`src/rtl/button_event_arbiter.sv`:
```
// Turns five debounced button levels into PRESS/RELEASE/LONG/REPEAT events,
// arbitrates them round-robin and queues them in a show-ahead FIFO.
module button_event_arbiter #(
  parameter int LONG_PRESS_CYCLES = 100000000,
  parameter int REPEAT_CYCLES     = 20000000,
  parameter int FIFO_DEPTH        = 8
) (
  input  logic                          clk,
  input  logic                          rst,
  input  logic [4:0]                    debounced_btn,
  input  logic                          enable,
  output logic                          evt_valid,
  input  logic                          evt_ready,
  output logic [4:0]                    evt_code,
  output logic [$clog2(FIFO_DEPTH):0]   fifo_count,
  output logic                          overflow,
  input  logic                          overflow_clr
);
  localparam int NB     = 5;
  localparam int MAX_LR = (LONG_PRESS_CYCLES > REPEAT_CYCLES) ? LONG_PRESS_CYCLES : REPEAT_CYCLES;
  localparam int CW     = $clog2((MAX_LR > 2) ? MAX_LR : 2);
  localparam int AW     = $clog2(FIFO_DEPTH);
  localparam logic [CW-1:0] LONG_LAST = CW'(LONG_PRESS_CYCLES - 1);
  localparam logic [CW-1:0] RPT_LAST  = CW'((REPEAT_CYCLES > 0) ? REPEAT_CYCLES - 1 : 0);
  localparam logic [1:0] T_PRESS = 2'd0, T_RELEASE = 2'd1, T_LONG = 2'd2, T_REPEAT = 2'd3;

  typedef enum logic [1:0] {S_IDLE, S_HELD, S_RPT} btn_state_e;

  btn_state_e    state_q [NB];
  btn_state_e    state_d [NB];
  logic [CW-1:0] cnt_q [NB];
  logic [CW-1:0] cnt_d [NB];
  logic [3:0]    pend_q [NB];
  logic [3:0]    pend_d [NB];
  logic [4:0]    mem_q [FIFO_DEPTH];
  logic [4:0]    mem_d [FIFO_DEPTH];
  logic [4:0]    prev_btn_q, prev_btn_d;
  logic          primed_q, primed_d;
  logic [2:0]    rr_ptr_q, rr_ptr_d;
  logic [AW-1:0] wr_ptr_q, wr_ptr_d, rd_ptr_q, rd_ptr_d;
  logic [AW:0]   count_q, count_d;
  logic          overflow_q, overflow_d;

  logic [3:0]    raise [NB];
  logic [4:0]    rise, fall;
  logic          push, pop, full, merge;
  logic [2:0]    gnt_btn;
  logic [1:0]    gnt_type;

  // Edge detection is suppressed until prev_btn has captured one real sample.
  always_comb begin
    rise       = primed_q ? (debounced_btn & ~prev_btn_q) : 5'd0;
    fall       = primed_q ? (~debounced_btn & prev_btn_q) : 5'd0;
    prev_btn_d = debounced_btn;
    primed_d   = 1'b1;
    for (int b = 0; b < NB; b++) begin
      state_d[b] = state_q[b];
      cnt_d[b]   = cnt_q[b];
      raise[b]   = 4'd0;
      if (!enable) begin
        state_d[b] = S_IDLE;
        cnt_d[b]   = '0;
      end else begin
        case (state_q[b])
          S_IDLE: if (rise[b]) begin
            raise[b][T_PRESS] = 1'b1;
            cnt_d[b]          = '0;
            state_d[b]        = S_HELD;
          end
          S_HELD: if (fall[b]) begin
            raise[b][T_RELEASE] = 1'b1;
            cnt_d[b]            = '0;
            state_d[b]          = S_IDLE;
          end else if (cnt_q[b] == LONG_LAST) begin
            raise[b][T_LONG] = 1'b1;
            cnt_d[b]         = '0;
            state_d[b]       = S_RPT;
          end else begin
            cnt_d[b] = cnt_q[b] + CW'(1);
          end
          S_RPT: if (fall[b]) begin
            raise[b][T_RELEASE] = 1'b1;
            cnt_d[b]            = '0;
            state_d[b]          = S_IDLE;
          end else if (REPEAT_CYCLES != 0) begin
            if (cnt_q[b] == RPT_LAST) begin
              raise[b][T_REPEAT] = 1'b1;
              cnt_d[b]           = '0;
            end else begin
              cnt_d[b] = cnt_q[b] + CW'(1);
            end
          end
          default: state_d[b] = S_IDLE;
        endcase
      end
    end
  end

  // Round-robin grant over registered pending bits; only when the FIFO can take it.
  always_comb begin
    logic [3:0] sum;
    logic [2:0] idx;
    logic       found;
    pop      = (count_q != '0) && evt_ready;
    full     = (count_q == (AW+1)'(FIFO_DEPTH));
    found    = 1'b0;
    gnt_btn  = 3'd0;
    gnt_type = T_PRESS;
    sum      = 4'd0;
    idx      = 3'd0;
    if (!full || pop) begin
      for (int k = 0; k < NB; k++) begin
        sum = {1'b0, rr_ptr_q} + 4'(k);
        idx = (sum >= 4'd5) ? 3'(sum - 4'd5) : sum[2:0];
        if (!found && pend_q[idx] != 4'd0) begin
          found   = 1'b1;
          gnt_btn = idx;
          if (pend_q[idx][T_PRESS])       gnt_type = T_PRESS;
          else if (pend_q[idx][T_LONG])   gnt_type = T_LONG;
          else if (pend_q[idx][T_REPEAT]) gnt_type = T_REPEAT;
          else                            gnt_type = T_RELEASE;
        end
      end
    end
    push = found;
  end

  // A raise onto a bit that is still pending (and not leaving this cycle) is a lost event.
  always_comb begin
    merge = 1'b0;
    for (int b = 0; b < NB; b++) pend_d[b] = pend_q[b];
    if (push) pend_d[gnt_btn][gnt_type] = 1'b0;
    for (int b = 0; b < NB; b++) begin
      for (int t = 0; t < 4; t++) begin
        if (raise[b][t]) begin
          if (pend_d[b][t]) merge = 1'b1;
          pend_d[b][t] = 1'b1;
        end
      end
    end
    overflow_d = overflow_q;
    if (overflow_clr) overflow_d = 1'b0;
    if (merge)        overflow_d = 1'b1;
    rr_ptr_d = rr_ptr_q;
    if (push) rr_ptr_d = (gnt_btn == 3'd4) ? 3'd0 : gnt_btn + 3'd1;
    for (int i = 0; i < FIFO_DEPTH; i++) mem_d[i] = mem_q[i];
    wr_ptr_d = wr_ptr_q;
    rd_ptr_d = rd_ptr_q;
    count_d  = count_q;
    if (push) begin
      mem_d[wr_ptr_q] = {gnt_type, gnt_btn};
      wr_ptr_d        = wr_ptr_q + AW'(1);
    end
    if (pop) rd_ptr_d = rd_ptr_q + AW'(1);
    case ({push, pop})
      2'b10:   count_d = count_q + (AW+1)'(1);
      2'b01:   count_d = count_q - (AW+1)'(1);
      default: count_d = count_q;
    endcase
  end

  always_ff @(posedge clk or posedge rst) begin
    if (rst) begin
      prev_btn_q <= 5'd0;
      primed_q   <= 1'b0;
      rr_ptr_q   <= 3'd0;
      wr_ptr_q   <= '0;
      rd_ptr_q   <= '0;
      count_q    <= '0;
      overflow_q <= 1'b0;
      for (int b = 0; b < NB; b++) begin
        state_q[b] <= S_IDLE;
        cnt_q[b]   <= '0;
        pend_q[b]  <= 4'd0;
      end
      for (int i = 0; i < FIFO_DEPTH; i++) mem_q[i] <= 5'd0;
    end else begin
      prev_btn_q <= prev_btn_d;
      primed_q   <= primed_d;
      rr_ptr_q   <= rr_ptr_d;
      wr_ptr_q   <= wr_ptr_d;
      rd_ptr_q   <= rd_ptr_d;
      count_q    <= count_d;
      overflow_q <= overflow_d;
      for (int b = 0; b < NB; b++) begin
        state_q[b] <= state_d[b];
        cnt_q[b]   <= cnt_d[b];
        pend_q[b]  <= pend_d[b];
      end
      for (int i = 0; i < FIFO_DEPTH; i++) mem_q[i] <= mem_d[i];
    end
  end

  // Valid/ready: a transfer happens on a clock edge where evt_valid and evt_ready
  // are both high; the head entry is held unchanged while evt_valid & !evt_ready.
  assign evt_valid  = (count_q != '0);
  assign evt_code   = mem_q[rd_ptr_q];
  assign fifo_count = count_q;
  assign overflow   = overflow_q;
endmodule

```
`config.mk`:
```
export PLATFORM = sky130hd
export DESIGN_NAME = button_event_arbiter
export DESIGN_NICKNAME = d
export VERILOG_FILES = /design/src/rtl/button_event_arbiter.sv
export SDC_FILE = /design/constraint.sdc
export NUM_CORES = 1
export LEC_CHECK = 0
export ABC_AREA = 1
export CORE_MARGIN = 1.5
export CORE_UTILIZATION = 35
export CTS_BUF_LIST = sky130_fd_sc_hd__clkbuf_16
export DETAILED_ROUTE_END_ITERATION = 16
export SKIP_CTS_REPAIR_TIMING = 1
export SLEW_MARGIN = 20
export SYNTH_ARGS = -nofsm -noshare
export SYNTH_HDL_FRONTEND = slang
export SYNTH_SLANG_ARGS = --single-unit
export TNS_END_PERCENT = 5
```
`constraint.sdc`:
```
create_clock -name clk -period 13.4 [get_ports clk]
set_input_delay 4.02 -clock clk [delete_from_list [all_inputs] [get_ports clk]]
set_output_delay 4.02 -clock clk [all_outputs]
set_load 0.02 [all_outputs]
```
==> impl_metrics.env <==
export IMPL_crit_path_start="rd_ptr_q[0]$_DFFE_PP0P_"
export IMPL_r2r_end="fifo_count[3]$_DFFE_PP0P_"
export IMPL_insertedDiodeCount=0
export IMPL_final_common_cell="nand2_1"
export IMPL_r2r_slack_ns=7.88
export IMPL_hold_depth=2
export IMPL_synth_main_ff_cell="dfrtp_1"
export IMPL_antenna_found_initial=0
export IMPL_crit_cells=6
export IMPL_r2r_start="rr_ptr_q[0]$_DFFE_PP0P_"
export IMPL_maxSlewViolCount=0
export IMPL_grt_ovfl_total=0
export IMPL_port_buffers=20
export IMPL_critical_path_top_delay_family="buffers and inverters"
export IMPL_cts_root_buffer="clkbuf_16"
export IMPL_cts_tree="built"
export IMPL_yosysSeqAreaShare=0.401
export IMPL_initial_core_util=0.355
export IMPL_drv_cap=0
export IMPL_path_clk_slew_ns=0.06
export IMPL_max_stage_delay_ns=0.66
export IMPL_worstHoldPathType="flip-flop to flip-flop"
export IMPL_wl_per_cell_um=14.1
export IMPL_wl_um=35900
export IMPL_min_period_over_period=0.534
export IMPL_synth_edff_count=0
export IMPL_crit_buf_inv=2
export IMPL_routabilityCongestion=0.943
export IMPL_drive_gt1_frac=0.0463
export IMPL_worst_slew_pin_slew_ns=0.883
export IMPL_r2r_cells=25
export IMPL_tns_ns=0
export IMPL_drc=0
export IMPL_cp_endpoint="evt_code[4]"
export IMPL_max_freq_ghz=0.140
export IMPL_required_ns=9.38
export IMPL_grt_pass1_vias=12400
export IMPL_crit_fanout=22
export IMPL_nets=2040
export IMPL_hold_violations=0
export IMPL_final_util=0.395
export IMPL_yosys_register_bits=225
export IMPL_path_cells="inv_1 > o21ai_0 > o22ai_1 > nor2_1 > a31oi_1 > clkdlybuf4s50_1"
export IMPL_path_class="flip-flop to primary output"
export IMPL_syn_to_final_growth_pct=11.4
export IMPL_grt_max_degree=83
export IMPL_cts_buffer_depth=3
export IMPL_num_rows=73
export IMPL_outcome="complete, no violations"
export IMPL_die_h_um=203
export IMPL_worstSetupStartpointType="flip-flop"
export IMPL_synthCells=1972
export IMPL_power_uw=4230
export IMPL_drtIter0Drc=1016
export IMPL_worstSetupEndpointType="primary output"
export IMPL_skew_ns=0.0327
export IMPL_relSlewSlack=0.405
export IMPL_cts_buffers=26
export IMPL_synth_nets=2020
export IMPL_power_density_nw_per_um2=270
export IMPL_async_flop_share=1.00
export IMPL_crit_path_top_delay_cell="dfrtp_1"
export IMPL_cts_sinks=225
export IMPL_syn_avg_cell_area_um2=7.13
export IMPL_routed_via_density=5.16
export IMPL_die_w_um=203
export IMPL_grt_setup_unrepaired="no"
export IMPL_yosys_warnings=0
export IMPL_synthesis_area_um2=14100
export IMPL_cp_arrival_ns=3.13
export IMPL_h_tree_depth=1
export IMPL_dieArea_um2=41400
export IMPL_first_pass_iters=5
export IMPL_ant_nets=0
export IMPL_vias=13100
export IMPL_setup_violations=0
export IMPL_layout_min_cycle_time_ns=7.15
export IMPL_dp_hpwl_um=26100
export IMPL_ir_drop_v=0.000248
export IMPL_grt_pass1_wl_um=60900
export IMPL_synth_distinct_cells=57
export IMPL_io_pins=21
export IMPL_fp_coreArea_um2=39600
export IMPL_worstSkewPairLatency_ns=0.56
export IMPL_mostFrequentLayoutCells="nand2_1 (491), nor2_1 (259), dfrtp_1 (225)"
export IMPL_power_leakage_uw=0.00682
export IMPL_grt_use_total=0.175
-- power by group --
group	internal (µW)	switching (µW)	leakage (µW)
Sequential	798	123	0.00303
Combinational	714	1890	0.00337
Clock	411	290	0.000419
Total	1920	2310	0.00682
-- tightest hold or removal path, stage by stage (launching register included) --
cell and delay [ns]:
dfrtp_1 0.34, nand2_1 0.05, o21ai_0 0.06
-- state kept, by name, summed over array words and instances, names as in the netlist --
name	flops
state_q	10
pend_q	20
rr_ptr_q	3
rd_ptr_q	3
overflow	1
prev_btn_q	5
cnt_q	135
mem_q	40
wr_ptr_q	3
primed_q	1
fifo_count	4
-- area by class of cell --
| cell class | count | area [µm²] |
|---|---|---|
| repair buffers | 27 | 256 |
| inverters | 232 | 878 |
| flip-flops and latches | 225 | 5630 |
| well taps | 525 | 657 |
| fillers | 4117 | 24000 |
| clock buffers | 26 | 651 |
| multi-input cells | 1480 | 7400 |
| clock inverters | 20 | 189 |
-- how the worst min path moves through the flow --
stage / startpoint / slack [ns] / to
floorplan: cnt_q[77]$_DFFE_PP0P_ / 0.45 / cnt_q[77]$_DFFE_PP0P_
global placement: mem_q[14]$_DFFE_PP0P_ / 0.46 / mem_q[14]$_DFFE_PP0P_
detailed placement: mem_q[24]$_DFFE_PP0P_ / 0.47 / mem_q[24]$_DFFE_PP0P_
CTS: mem_q[31]$_DFFE_PP0P_ / 0.48 / mem_q[31]$_DFFE_PP0P_
global route: mem_q[30]$_DFFE_PP0P_ / 0.50 / mem_q[30]$_DFFE_PP0P_
finish: mem_q[32]$_DFFE_PP0P_ / 0.48 / mem_q[32]$_DFFE_PP0P_
-- metal layers --
| metal | routed length, µm | vias up | GRT usage |
|---|---|---|---|
| met2 | 15800 | 307 | 0.279 |
| met3 | 1700 | 47 | 0.0233 |
| li1 | - | 6573 | - |
| met4 | 771 | 0 | 0.0481 |
| met5 | 0 | - | 0 |
| met1 | 17500 | 6141 | 0.250 |
-- logic make-up after synthesis --
logic type,count (synthesis),synth area share
and+or+nand+nor,1146,0.359
buffers and inverters,267,0.0742
AOI/OAI and AO/OA,248,0.101
DFF,225,0.401
xor gates and xnor gates,46,0.0287
adders and majority gates,38,0.0349
other,1,0.000267
muxes,1,0.000712
-- cell usage after synthesis, drive strengths merged, types with 3 or more instances --
cell type / number / area share
a211oi: 4 / 0.0021
a21oi: 43 / 0.016
a221oi: 9 / 0.0056
a31oi: 15 / 0.0067
buf: 11 / 0.0059
clkbuf: 24 / 0.0064
clkinv: 6 / 0.0016
dfrtp: 225 / 0.40
ha: 36 / 0.032
inv: 226 / 0.060
nand2: 502 / 0.14
nand3: 198 / 0.073
nand4: 44 / 0.020
nor2: 266 / 0.073
nor3: 90 / 0.033
nor3b: 10 / 0.0053
nor4: 25 / 0.011
o211ai: 4 / 0.0021
o21ai: 136 / 0.050
o21bai: 5 / 0.0027
o22ai: 16 / 0.0071
o32ai: 4 / 0.0025
or2: 3 / 0.0013
xnor2: 12 / 0.0075
xor2: 34 / 0.021
-- stage by stage --
stage	setup slack (ns)	cell area [µm²]	hold WS, ns	std cells
6_report	6.25	15700	0.482	2535
5_1_grt	5.79	15700	0.504	2535
4_1_cts	6.25	15600	0.483	2535
3_5_place_dp	5.74	14800	0.469	2489
3_3_place_gp	5.86	14800	0.461	2487
2_1_floorplan	3.22	14100	0.446	1972
(Power assumes the default switching activity.)
